===== src/rtl/otp_stream_cipher_pkg.sv =====
// ----------------------------------------------------------------------------
// otp_pkg
// Shared definitions for the one-time-pad stream cipher:
//   - otp_state_e      : key-lifecycle state encoding (2 bits)
//   - OTP_DEFAULT_TAPS : maximal-length Fibonacci tap mask for an 8-bit LFSR
// ----------------------------------------------------------------------------
package otp_pkg;

  typedef enum logic [1:0] {
    NOKEY     = 2'd0,
    ACTIVE    = 2'd1,
    EXHAUSTED = 2'd2
  } otp_state_e;

  localparam logic [7:0] OTP_DEFAULT_TAPS = 8'hB8;

endpackage


===== src/rtl/otp_stream_cipher_if.sv =====
// ----------------------------------------------------------------------------
// otp_stream_cipher_if
// Beat-stream interface of the cipher: an input channel (in_valid/in_ready/
// in_data) and an output channel (out_valid/out_ready/out_data).
//   master : the traffic source/sink around the cipher
//   slave  : the cipher itself
// Parameter M is the data beat width.
// ----------------------------------------------------------------------------
interface otp_stream_cipher_if #(
  parameter int M = 8
);
  logic         in_valid;
  logic         in_ready;
  logic [M-1:0] in_data;
  logic         out_valid;
  logic         out_ready;
  logic [M-1:0] out_data;

  modport master (
    output in_valid, in_data, out_ready,
    input  in_ready, out_valid, out_data
  );

  modport slave (
    input  in_valid, in_data, out_ready,
    output in_ready, out_valid, out_data
  );
endinterface


===== src/rtl/otp_lfsr_step.sv =====
// ----------------------------------------------------------------------------
// otp_lfsr_step
// One combinational step of a Fibonacci LFSR: the feedback bit is the parity
// of the tapped bits and is shifted in at the LSB.
// Ports:
//   key_i      [N-1:0] current register value
//   key_next_o [N-1:0] value after one step
// ----------------------------------------------------------------------------
module otp_lfsr_step #(
  parameter int             N    = 8,
  parameter logic [N-1:0]   TAPS = N'(otp_pkg::OTP_DEFAULT_TAPS)
) (
  input  logic [N-1:0] key_i,
  output logic [N-1:0] key_next_o
);

  logic fb;

  assign fb         = ^(key_i & TAPS);
  assign key_next_o = {key_i[N-2:0], fb};

endmodule


===== src/rtl/otp_stream_cipher.sv =====
// ----------------------------------------------------------------------------
// otp_stream_cipher
// Streaming one-time-pad XOR cipher. Each accepted M-bit beat is XORed with
// the current N-bit key replicated to M bits; the key then advances one LFSR
// step. A key may be used for MAX_BEATS beats, after which input is held off
// until a new key is loaded. Encrypt and decrypt are the same operation.
//
// Build option: define OTP_LFSR_EN to advance the key on every accepted beat;
// leave it undefined for a static, repeated-key pad.
//
// Ports:
//   clk, rst        clock, synchronous active-high reset
//   key_load        single-cycle pulse loading key_seed (zero seed -> NOKEY)
//   key_seed [N]    new key value
//   bus (slave)     in_valid/in_ready/in_data, out_valid/out_ready/out_data
//   key_active      state is ACTIVE
//   key_exhausted   state is EXHAUSTED
//   beat_count [CW] beats accepted since the last key load
// ----------------------------------------------------------------------------
module otp_stream_cipher
  import otp_pkg::*;
#(
  parameter int           M         = 8,
  parameter int           N         = 8,
  parameter logic [N-1:0] TAPS      = N'(OTP_DEFAULT_TAPS),
  parameter int           MAX_BEATS = 256,
  parameter int           CW        = $clog2(MAX_BEATS + 1)
) (
  input  logic                clk,
  input  logic                rst,
  input  logic                key_load,
  input  logic [N-1:0]        key_seed,
  otp_stream_cipher_if.slave  bus,
  output logic                key_active,
  output logic                key_exhausted,
  output logic [CW-1:0]       beat_count
);

`ifdef OTP_LFSR_EN
  localparam bit LFSR_EN = 1'b1;
`else
  localparam bit LFSR_EN = 1'b0;
`endif

  otp_state_e    state_q;
  logic          key_active_q;
  logic          key_exhausted_q;
  logic [N-1:0]  key_q;
  logic [CW-1:0] count_q;
  logic          out_valid_q;
  logic [M-1:0]  out_data_q;

  logic          in_ready;
  logic          accept;
  logic          last_beat;
  logic          seed_zero;
  logic [M-1:0]  pad;
  logic [N-1:0]  key_step;
  logic [N-1:0]  key_adv;

  // Pad bit i is key bit (i mod N), so short keys repeat across wide beats.
  for (genvar i = 0; i < M; i++) begin : g_pad
    assign pad[i] = key_q[i % N];
  end

  otp_lfsr_step #(
    .N    (N),
    .TAPS (TAPS)
  ) u_lfsr_step (
    .key_i      (key_q),
    .key_next_o (key_step)
  );

  assign key_adv = LFSR_EN ? key_step : key_q;

  // A key load in the same cycle wins over the beat; the beat stays pending
  // at the source and is re-presented under the new key.
  assign in_ready  = (state_q == ACTIVE) && !key_load && (!out_valid_q || bus.out_ready);
  assign accept    = bus.in_valid && in_ready;
  assign last_beat = (count_q == CW'(MAX_BEATS - 1));
  assign seed_zero = (key_seed == '0);

  // Key lifecycle FSM; status outputs are registered alongside the state.
  // NOTE: sequential state uses non-blocking assignments so every register
  // samples pre-edge values regardless of statement order.
  always_ff @(posedge clk) begin
    if (rst) begin
      state_q         <= NOKEY;
      key_active_q    <= 1'b0;
      key_exhausted_q <= 1'b0;
    end else if (key_load) begin
      // A zero seed would lock the LFSR at zero, so it disables the cipher.
      state_q         <= seed_zero ? NOKEY : ACTIVE;
      key_active_q    <= !seed_zero;
      key_exhausted_q <= 1'b0;
    end else if (accept && last_beat) begin
      state_q         <= EXHAUSTED;
      key_active_q    <= 1'b0;
      key_exhausted_q <= 1'b1;
    end
  end

  // Key register and beat counter.
  always_ff @(posedge clk) begin
    if (rst) begin
      key_q   <= '0;
      count_q <= '0;
    end else if (key_load) begin
      key_q   <= key_seed;
      count_q <= '0;
    end else if (accept) begin
      key_q   <= key_adv;
      count_q <= count_q + CW'(1);
    end
  end

  // Output register. A pending result is unaffected by key_load: it was
  // already computed under the old pad and drains normally.
  always_ff @(posedge clk) begin
    if (rst) begin
      out_valid_q <= 1'b0;
      out_data_q  <= '0;
    end else if (accept) begin
      out_valid_q <= 1'b1;
      out_data_q  <= bus.in_data ^ pad;
    end else if (bus.out_ready) begin
      out_valid_q <= 1'b0;
    end
  end

  assign bus.in_ready   = in_ready;
  assign bus.out_valid  = out_valid_q;
  assign bus.out_data   = out_data_q;
  assign key_active     = key_active_q;
  assign key_exhausted  = key_exhausted_q;
  assign beat_count     = count_q;

endmodule


===== src/flat_wrapper.sv =====
// flat-port wrapper written by rule: the top's interface ports become plain ports
module otp_stream_cipher_flat import otp_pkg::*;
#(
  parameter int           M         = 8,
  parameter int           N         = 8,
  parameter logic [N-1:0] TAPS      = N'(OTP_DEFAULT_TAPS),
  parameter int           MAX_BEATS = 256,
  parameter int           CW        = $clog2(MAX_BEATS + 1)
)
  (clk, rst, key_load, key_seed, key_active, key_exhausted, beat_count, bus_in_valid, bus_in_data, bus_out_ready, bus_in_ready, bus_out_valid, bus_out_data);
  otp_stream_cipher_if #(.M(M)) bus_i ();
  input  logic clk;
  input  logic rst;
  input  logic key_load;
  input  logic [N-1:0] key_seed;
  output logic key_active;
  output logic key_exhausted;
  output logic [CW-1:0] beat_count;
  input wire logic [$bits(bus_i.in_valid)-1:0] bus_in_valid;
  input wire logic [$bits(bus_i.in_data)-1:0] bus_in_data;
  input wire logic [$bits(bus_i.out_ready)-1:0] bus_out_ready;
  output wire logic [$bits(bus_i.in_ready)-1:0] bus_in_ready;
  output wire logic [$bits(bus_i.out_valid)-1:0] bus_out_valid;
  output wire logic [$bits(bus_i.out_data)-1:0] bus_out_data;
  assign bus_i.in_valid = bus_in_valid;
  assign bus_i.in_data = bus_in_data;
  assign bus_i.out_ready = bus_out_ready;
  assign bus_in_ready = bus_i.in_ready;
  assign bus_out_valid = bus_i.out_valid;
  assign bus_out_data = bus_i.out_data;
  otp_stream_cipher #(.M(M), .N(N), .TAPS(TAPS), .MAX_BEATS(MAX_BEATS), .CW(CW)) u_core (.clk(clk), .rst(rst), .key_load(key_load), .key_seed(key_seed), .bus(bus_i), .key_active(key_active), .key_exhausted(key_exhausted), .beat_count(beat_count));
endmodule

===== config.mk =====
export PLATFORM = sky130hd
export DESIGN_NAME = otp_stream_cipher_flat
export DESIGN_NICKNAME = d
export VERILOG_FILES = /design/src/rtl/otp_stream_cipher_pkg.sv /design/src/rtl/otp_stream_cipher_if.sv /design/src/rtl/otp_lfsr_step.sv /design/src/rtl/otp_stream_cipher.sv /design/src/flat_wrapper.sv
export SDC_FILE = /design/constraint.sdc
export NUM_CORES = 1
export LEC_CHECK = 0
export BUFFER_PORTS_ARGS = -buffer_cell sky130_fd_sc_hd__buf_2
export CORE_MARGIN = 4
export CORE_UTILIZATION = 49
export CTS_CLUSTER_SIZE = 30
export DETAILED_ROUTE_END_ITERATION = 10
export GPL_ROUTABILITY_DRIVEN = 0
export GPL_TIMING_DRIVEN = 0
export PLACE_DENSITY = 0.87
export SLEW_MARGIN = 20
export SYNTH_ARGS = -nofsm -noshare
export SYNTH_HDL_FRONTEND = slang
export SYNTH_HIERARCHICAL = 1
export SYNTH_SLANG_ARGS = --single-unit

===== constraint.sdc =====
create_clock -name clk -period 1.5 [get_ports clk]
set_input_delay 0 -clock clk [delete_from_list [all_inputs] [get_ports clk]]
set_output_delay 0 -clock clk [all_outputs]
set_load 0.05 [all_outputs]

Word level (Yosys, flattened, before mapping) --
Index checks and enable logic that the tools add are counted.
Storage, ports and cells: bits in registers 30, input port bits 21, word-level logic and storage cells 30
Operators by class: add/sub/neg operators 1, equality and inequality tests 2, multiplexer cells 7, bitwise gates (word level) 1, reductions and logical operators 12
Operators by type and width (count):
- adder 9 x 1 -> 9 bit, second input constant | 1
- equality test 9 x 8 -> 1 bit, second input constant | 1
- logical NOT 8 bit | 1
- XOR 8 bit | 1
- two-way mux 1 bit | 5
- logical AND 1 bit | 4
- two-way mux 2 bit | 2
- nonzero test 2 bit | 2
- logical NOT 1 bit | 3
- equality test 2 x 1 -> 1 bit, second input constant | 1
- OR reduction 2 bit | 1
- logical OR 1 bit | 1

Depth between registers and ports, before layout --
Gate-level depths: netlist (run 1).
word-level depth 7, gate-level depth with buffers 6

Least setup slack after synthesis (run 1) --
Ideal clock, no wire load.
path type flip-flop to output port, start point register u_core/key_active (netlist name), end point output bus_in_ready, data arrival time 1.868 ns, required time 1.500 ns, setup slack -0.368 ns, cell stages (with the launch flop) 3, buffers on the path 0, cells stage by stage dfxtp_1 -> nand2b_1 -> nor3_1
RTL lines:
- end, declared | RTL line flat_wrapper.sv:22 | output wire logic [$bits(bus_i.in_ready)-1:0] bus_in_ready;

Worst setup path after layout (run 1) --
start point register u_core.state_q[1], end point register u_core.count_q[0], in the netlist u_core/beat_count[0]
On the way: word-level cells in the longest chain between the ends 4
RTL lines:
- start, declared | RTL line otp_stream_cipher.sv:45 | otp_state_e state_q;
- start signal, assigned | RTL line otp_stream_cipher.sv:93 | state_q <= seed_zero ? NOKEY : ACTIVE;
- equality test 2 x 1 -> 1 bit | RTL line otp_stream_cipher.sv:78 | assign in_ready = (state_q == ACTIVE) && !key_load && (!out_valid_q || bus.out_ready);
- logical AND 1 bit (2 in a row) | RTL line otp_stream_cipher.sv:78
- logical AND 1 bit | RTL line otp_stream_cipher.sv:79 | assign accept = bus.in_valid && in_ready;
- end signal, assigned | RTL line otp_stream_cipher.sv:113 | count_q <= count_q + CW'(1);
- end, declared | RTL line otp_stream_cipher.sv:49 | logic [CW-1:0] count_q;
No other way between the ends. A chain may end at the register's enable or synchronous reset.

==> out/results.ini, run 1 <==
[global_route]
grt.overflow.total = 0
grt.busiest_layer = met2
grt_pass1_vias = 1193
grt_use_met2 = 0.341
grt_max_degree = 11
globalRouteTotalUtil = 0.195
grt_antenna_before_repair = 0
gr-usage-met3 = 0.0670
grt_pass1_wl_um = 5190
met1_usage = 0.221

[setup_path]
crit_path_end = u_core/beat_count[0]
startpoint_type = flop
reg2reg_slack_ns = 0.07
critPathMaxFanout = 10
r2r-start = u_core/state_q[1]
reg2reg_to = u_core/beat_count[0]
cp.required_ns = 1.69
crit_type = reg2reg
cp-startpoint = u_core/state_q[1]
cp-end-kind = flop
reg2reg_depth = 6
crit_arrival_ns = 1.62

[timing]
fmax_mhz = 699
fin_skew_ns = 0.00546
max_slew.worst_pin.slew_ns = 0.637
setup_viol = 0
timing.final.crit_period_ns = 1.43
hold_violations = 0
slew_viol_final = 0
finalWorstSetupSlack_ns = 0.0685
rsz0062_at_grt = false
setup-tns-final_ns = 0
slew_headroom = 0.576
period_share = 0.954

[logic_synthesis]
ys_warn_count = 6
synthTopCellsByCount = dfxtp_1 (29), nor2_1 (21), a211oi_2 (9), mux2i_1 (9), xnor2_1 (9)
synth_flop_cell = dfxtp_1
syn_avg_cell_area_um2 = 9.96
synth-edff-count = 0
synth.cell_area_um2 = 1320
yosysUniqueCellTypes = 33
syn_nets = 155
syn-instance-count = 132
synth.area.top_cells = dfxtp_1 (44%), a211oi_2 (8.6%), mux2i_1 (6.9%)
synthArstFlopShare = 0
synth_top_area_cell = dfxtp_1
synth.most_common_cell = dfxtp_1
synth_top_area_share = 0.441
synth.ff_latch_count = 29
yosysSeqAreaShare = 0.441

[final_layout]
syn_to_final_growth_pct = 36.3
post-route-util = 0.711
antennaDiodeCount = 0
finalInstanceArea_um2 = 1790
multi_input_area_um2 = 677
nFillCells = 209
seqCellArea_um2 = 592
drive_gt1_frac = 0.399
fin_nets = 220

[place]
dpl_cell_area_um2 = 1570
numPortBuffers = 41
post-place-ws_ns = 0.0466
dpl.hpwl_um = 2180

[hold_path]
hold_class = in2reg

[route]
drtPass1Iterations = 4
num_vias = 1206
wl_per_cell_um = 13.8
ant_nets = 0
via_per_inst = 5.29
drc = 0
routed_wl_um = 3160
drt-initial-drc-count = 61

[pwr]
p_sw_frac = 0.278
irDropWorstVdd_uv = 667
internal_power_mw = 1.10
p_leak_nw = 0.767
power.switching_uw = 424
pwr-share-clk = 0.291
p_seq_frac = 0.535
p_comb_frac = 0.174
p_per_area_nw_per_um2 = 851

[die]
chipHeight_um = 59.8
row_count = 18
die_w_um = 59.8
core_um2 = 2520
io_pins = 42
die-area_um2 = 3580
initial_core_util = 0.521

[clock_tree]
h-tree-depth = 2
clk_pin_slew_ns = 0.09
clock_latency_ns = 0.32
clkSinkCount = 29
cts_tree = done
clockBufferDepth = 2
clockRootBuffer = clkbuf_4
cts_buffers = 5

[status]
status = complete, no violations

[job]
drv_cap = 0

-- worst min path at each step --
stage | depth (start not counted) | to | startpoint | slack (ns)
after floorplan | 2 | u_core/key_adv[0] | key_seed[0] | 0.15
after detailed placement | 3 | u_core/key_adv[1] | key_seed[1] | 0.26
after CTS | 3 | u_core/bus.out_data[2] | bus_in_data[2] | 0.002
final | 4 | u_core/beat_count[5] | rst | 0.06
after global placement | 3 | u_core/key_adv[5] | key_seed[5] | 0.25
after global routing | 4 | u_core/beat_count[5] | rst | 0.06
-- cell families (layout without fill, tap and decap cells) --
logic type      count (synthesis)  count (layout)  synth area share
simple gates                   56              56             0.224
fa+ha+maj                       2               2            0.0190
buf+inv                         8              74            0.0476
xor+xnor                       13              13            0.0866
flops                          29              29             0.441
mux                             9               9            0.0685
compound gates                 15              15             0.113
-- registers in the layout, indices dropped and copies added, names as in the netlist --
| name | flops |
|---|---|
| u_core/bus.out_data | 8 |
| u_core/bus.out_valid | 1 |
| u_core/state_q | 1 |
| u_core/key_adv | 8 |
| u_core/beat_count | 9 |
| u_core/key_active | 1 |
| u_core/key_exhausted | 1 |
-- through the flow --
step	total power [mW]	hold slack, ns	std cells
floorplan	0.993	0.147	132
global placement	1.05	0.253	203
detailed placement	1.06	0.264	203
CTS	1.53	0.00170	226
global route	1.62	0.0587	228
finish	1.52	0.0571	228
-- worst max-delay path: stages (launching register included) --
cell	delay, ns
dfxtp_2	0.34
and4bb_2	0.35
and2_1	0.16
buf_6	0.13
buf_12	0.14
xnor2_1	0.12
nor2_1	0.06
-- repair_timing --
item / CTS / global route
setup endpoints to repair: 0 / 10
setup buffers: 0 / 0
endpoints found under the hold margin: 15 / 2
hold buffers: 15 / 2
gates resized for setup: 0 / 2
-- power by group through the flow --
stage | clock network, mW | registers [mW] | logic, mW
floorplan | 0 | 0.877 | 0.117
global placement | 0 | 0.831 | 0.223
detailed placement | 0 | 0.833 | 0.230
CTS | 0.459 | 0.815 | 0.260
global route | 0.513 | 0.818 | 0.286
finish | 0.444 | 0.815 | 0.265
-- layout make-up --
| class | count | share of cell area |
|---|---|---|
| multi-input cells | 95 | 0.378 |
| flip-flops and latches | 29 | 0.330 |
| repair buffers | 58 | 0.209 |
| plain buffers | 7 | 0.0328 |
| clock buffers | 8 | 0.0272 |
| well taps | 30 | 0.0209 |
| inverters | 1 | 0.00209 |
-- placed cells by master (no fill, tap or decap), types with 2 or more instances in the layout --
cell type and count:
nand2b_1 2, buf_2 42, nor4_1 2, nand3_1 4
buf_6 2, ha_1 2, clkbuf_1 6, mux2i_1 9
nand2_1 5, a211oi_2 9, nand4_1 2, dfxtp_2 9
clkbuf_4 5, dfxtp_1 20, dlygate4sd3_1 17, nor2_2 8
a21oi_1 3, nor2_1 21, xnor2_1 9, xor2_1 4
nor2b_1 2
-- per-layer routing --
layer / vias up / part of all wire / wire length [µm]
met5: - / 0 / 0
met4: 0 / 0 / 0
met3: 0 / 0.074 / 234
met2: 49 / 0.50 / 1590
met1: 569 / 0.42 / 1330
li1: 588 / - / -
(Power assumes the default switching activity.)
==> run 2: changes to the inputs <==
--- a/config.mk
+++ b/config.mk
@@ -13,6 +13,7 @@
 export GPL_ROUTABILITY_DRIVEN = 0
 export GPL_TIMING_DRIVEN = 0
 export PLACE_DENSITY = 0.87
+export RECOVER_POWER = 25
 export SLEW_MARGIN = 20
 export SYNTH_ARGS = -nofsm -noshare
 export SYNTH_HDL_FRONTEND = slang
==> constraint.sdc (replaced) <==
create_clock -name clk -period 1.6 [get_ports clk]
set_input_delay 0 -clock clk [delete_from_list [all_inputs] [get_ports clk]]
set_output_delay 0 -clock clk [all_outputs]
set_load 0.05 [all_outputs]
==> out/results.ini, run 2 (synthesis results as in run 1) <==
[route]
routed_wl_um = 3230
wl_per_cell_um = 14.4
drt-initial-drc-count = 61
drtPass1Iterations = 4
ant_nets = 0
via_per_inst = 5.20
num_vias = 1171
drc = 0

[timing]
setup_viol = 0
max_slew.worst_pin.slew_ns = 0.636
rsz0062_at_grt = false
timing.final.crit_period_ns = 1.46
fin_skew_ns = 0.00933
slew_viol_final = 0
whs_ns = 0.0181
fmax_mhz = 685
period_share = 0.913
setup-tns-final_ns = 0
hold_violations = 0
slew_headroom = 0.576

[status]
status = complete, no violations

[setup_path]
crit_arrival_ns = 1.70
reg2reg_to = u_core/bus.out_data[7]
critPathMaxFanout = 10
startpoint_type = flop
cp-end-kind = flop
reg2reg_depth = 6
r2r-start = u_core/state_q[1]
reg2reg_slack_ns = 0.14
crit_type = reg2reg
cp.required_ns = 1.84

[clock_tree]
clock_latency_ns = 0.32
clk_pin_slew_ns = 0.09
clkSinkCount = 29
clockBufferDepth = 2
cts_buffers = 5
clockRootBuffer = clkbuf_4
cts_tree = done
h-tree-depth = 2

[final_layout]
layout_common_cells = buf_2 (32), dfxtp_1 (26), nor2_1 (21)
largest_reg_flops = 9
fin_nets = 218
nFillCells = 200
antennaDiodeCount = 0
syn_to_final_growth_pct = 33.8
drive_gt1_frac = 0.323
final_common_cell = buf_2
seqCellArea_um2 = 584
multi_input_area_um2 = 677

[pwr]
irDropWorstVdd_uv = 624
total_power_mw = 1.45
p_leak_nw = 0.729
p_per_area_nw_per_um2 = 824

[global_route]
grt_antenna_before_repair = 0
grt.overflow.total = 0
grt_max_degree = 11
grt_pass1_vias = 1235
globalRouteTotalUtil = 0.202
grt_pass1_wl_um = 5390

[hold_path]
min_from = bus_in_data[4]
hold_class = in2reg
whs_endpoint = u_core/bus.out_data[4]
min_delay_path_depth = 3

[die]
die_w_um = 59.8
chipHeight_um = 59.8
io_pins = 42
initial_core_util = 0.521
row_count = 18
core_um2 = 2520
die-area_um2 = 3580

[job]
drv_cap = 0

[place]
numPortBuffers = 41
dpl.hpwl_um = 2180

## run 2: cell types whose count changed in the layout (fill, tap and decap cells not counted), sizes merged
cell,before,now
dlygate4sd3,17,15
buf,45,35
clkbuf,11,20
## run 2: worst max-delay path, cell delays in order, from the launching register on
cell and delay (ns):
dfxtp_1 0.35, and4bb_1 0.36, and2_1 0.17, buf_6 0.13, buf_12 0.14, nor2_2 0.04
a211oi_2 0.19
## run 2: routing by layer
metal,part of all wire,global-route usage,up-vias
li1,-,-,578
met1,0.40,0.214,542
met2,0.52,0.372,49
met3,0.084,0.0518,2
met4,0.0012,0.0886,0
met5,0,0,-
## run 2: report_power, final
group,switching [mW],internal (mW)
sequential,0.0173,0.746
clock,0.235,0.207
combinational,0.140,0.104
total,0.392,1.06
## run 2: worst max path at each step
stage / end / cells past startpoint / slack [ns] / start
floorplan: u_core/beat_count[8] / 5 / 0.001 / u_core/beat_count[4]
global placement: u_core/state_q[1] / 6 / 0.20 / u_core/state_q[1]
detailed placement: u_core/state_q[1] / 6 / 0.17 / u_core/state_q[1]
CTS: u_core/bus.out_data[6] / 6 / 0.15 / u_core/state_q[1]
global route: u_core/beat_count[0] / 6 / 0.03 / u_core/state_q[1]
finish: u_core/bus.out_data[7] / 6 / 0.14 / u_core/state_q[1]
## run 2: what timing repair did
item,in CTS,in global routing
resized for setup,0,0
hold buffers,15,0
setup buffers,0,0
endpoints found under the hold margin,15,0
## run 2: layout make-up
type,count,area share
buffer,7,0.0334
sequential,29,0.332
multi-input combinational,95,0.385
timing repair buffer,56,0.195
tap,30,0.0213
inverter,1,0.00213
clock buffer,7,0.0313
## run 2: per-stage QoR
step	cells	util	worst slack [ns]	cell area, µm²
after detailed placement	203	0.621	0.166	1570
after global routing	225	0.697	0.0350	1760
after CTS	225	0.702	0.147	1770
final	225	0.697	0.140	1760
after global placement	203	0.621	0.197	1570
after floorplan	132	-	0.00119	1320
==> run 3: changes to the inputs <==
--- a/config.mk
+++ b/config.mk
@@ -7,15 +7,14 @@
 export LEC_CHECK = 0
 export BUFFER_PORTS_ARGS = -buffer_cell sky130_fd_sc_hd__buf_2
 export CORE_MARGIN = 4
-export CORE_UTILIZATION = 49
+export CORE_UTILIZATION = 52
 export CTS_CLUSTER_SIZE = 30
 export DETAILED_ROUTE_END_ITERATION = 10
 export GPL_ROUTABILITY_DRIVEN = 0
 export GPL_TIMING_DRIVEN = 0
-export PLACE_DENSITY = 0.87
+export PLACE_DENSITY = 0.92
 export RECOVER_POWER = 25
 export SLEW_MARGIN = 20
 export SYNTH_ARGS = -nofsm -noshare
 export SYNTH_HDL_FRONTEND = slang
-export SYNTH_HIERARCHICAL = 1
 export SYNTH_SLANG_ARGS = --single-unit
==> constraint.sdc (replaced) <==
create_clock -name clk -period 1.89 [get_ports clk]
set_input_delay 0 -clock clk [delete_from_list [all_inputs] [get_ports clk]]
set_output_delay 0 -clock clk [all_outputs]
set_load 0.05 [all_outputs]
==> out/results.ini, run 3 <==
[status]
status = complete, no violations

[logic_synthesis]
yosysSeqAreaShare = 0.474
synth.cell_area_um2 = 1220
synth.ff_latch_count = 29
synth.most_common_cell = dfxtp_1
synthArstFlopShare = 0
synth-edff-count = 0
syn-instance-count = 133
synth_top_area_cell = dfxtp_1
syn_nets = 156
synth_flop_cell = dfxtp_1
yosysUniqueCellTypes = 28
synthTopCellsByCount = dfxtp_1 (29), nor2_1 (25), xnor2_1 (13)
syn_avg_cell_area_um2 = 9.20
synth.area.top_cells = dfxtp_1 (47%), xnor2_1 (9.3%), nor2_1 (7.7%)
synth_top_area_share = 0.474
ys_warn_count = 0

[timing]
finalWorstSetupSlack_ns = 0.332
fin_skew_ns = 0.00795
fmax_mhz = 642
slew_headroom = 0.582
hold_violations = 0
max_slew.worst_pin.slew_ns = 0.630
timing.final.crit_period_ns = 1.56
setup_viol = 0
slew_viol_final = 0
period_share = 0.824
rsz0062_at_grt = false
setup-tns-final_ns = 0

[route]
ant_nets = 0
via_per_inst = 5.23
drt-initial-drc-count = 16
routed_wl_um = 3130
drtPass1Iterations = 4
drc = 0
wl_per_cell_um = 13.8
num_vias = 1183

[setup_path]
startpoint_type = flop
cp.required_ns = 2.13
critPathMaxFanout = 10
crit_arrival_ns = 1.80
crit_type = reg2reg
cp-end-kind = flop

[clock_tree]
clockRootBuffer = clkbuf_4
clockBufferDepth = 2
h-tree-depth = 2
cts_hold_buf = 16
clkSinkCount = 29
clock_latency_ns = 0.33
cts_tree = done
clk_pin_slew_ns = 0.09
cts_resized = 0
postCtsSetupBuffers = 0
cts_buffers = 5

[pwr]
p_per_area_nw_per_um2 = 712
total_power_mw = 1.19
irDropWorstVdd_uv = 502
p_leak_nw = 0.658

[final_layout]
largest_reg_flops = 9
nFillCells = 178
layout_common_cells = buf_2 (32), dfxtp_1 (29), nor2_1 (25)
final_common_cell = buf_2
syn_to_final_growth_pct = 36.1
antennaDiodeCount = 0
drive_gt1_frac = 0.217
fin_nets = 220
finalInstanceArea_um2 = 1670

[die]
io_pins = 42
row_count = 17
core_um2 = 2230
initial_core_util = 0.548
die_w_um = 56.5
chipHeight_um = 56.5
die-area_um2 = 3190

[hold_path]
hold_class = in2reg

[global_route]
grt_pass1_wl_um = 5260
grt_pass1_vias = 1186
globalRouteTotalUtil = 0.212
grt.overflow.total = 0
grt_max_degree = 11
grt_antenna_before_repair = 0

[place]
dpl_cell_area_um2 = 1470
dpl.hpwl_um = 2110
post-place-ws_ns = 0.366
numPortBuffers = 41

[job]
drv_cap = 0

[run 3: final timing paths]
kind                                  to  depth (start not counted)                  from  slack, ns
setup / recovery  u_core.bus.out_data[5]                          5     u_core.state_q[1]       0.33
hold / removal      u_core.bus.out_valid                          3         bus_out_ready       0.03
setup reg to reg  u_core.bus.out_data[5]                          5     u_core.state_q[1]       0.33
hold reg to reg     u_core.key_exhausted                          2  u_core.key_exhausted       0.49
[run 3: cell families (layout without fill, tap and decap cells)]
logic type,count (synthesis),after routing,share of synthesized area
compound gates,18,18,0.0971
xor+xnor,13,13,0.0930
fa+ha+maj,2,2,0.0204
buf+inv,8,73,0.0276
flops,29,29,0.474
mux,8,8,0.0654
simple gates,55,55,0.222
[run 3: final cells by class]
cell class	count	area [µm²]	area share
timing repair buffer	57	350	0.210
buffer	6	26.3	0.0158
tap	28	35.0	0.0210
clock inverter	2	10.0	0.00601
multi-input combinational	96	614	0.369
sequential	29	581	0.349
inverter	2	7.51	0.00451
clock buffer	6	41.3	0.0248
[run 3: per-stage QoR]
stage,cells,utilization,hold WS [ns]
3_3_place_gp,202,0.658,0.252
5_1_grt,226,0.746,0.00769
6_report,226,0.746,0.0296
2_1_floorplan,133,-,0.147
4_1_cts,226,0.752,0.0108
3_5_place_dp,202,0.658,0.266
[run 3: routing by layer]
| metal | track usage | part of all wire | vias to the layer above |
|---|---|---|---|
| met4 | 0.0712 | 0.015 | 0 |
| met2 | 0.375 | 0.49 | 45 |
| met5 | 0 | 0 | - |
| met3 | 0.0989 | 0.094 | 7 |
| met1 | 0.219 | 0.40 | 541 |
| li1 | - | - | 590 |
[run 3: power breakdown]
group,internal [mW],switching (mW)
Combinational,0.0795,0.109
Clock,0.141,0.211
Sequential,0.632,0.0144
[run 3: critical path, cell delays in order (launching register included)]
cell	delay, ns
dfxtp_1	0.35
nand4bb_1	0.31
nor2_2	0.25
buf_2	0.28
nor2_1	0.07
a211oi_1	0.21
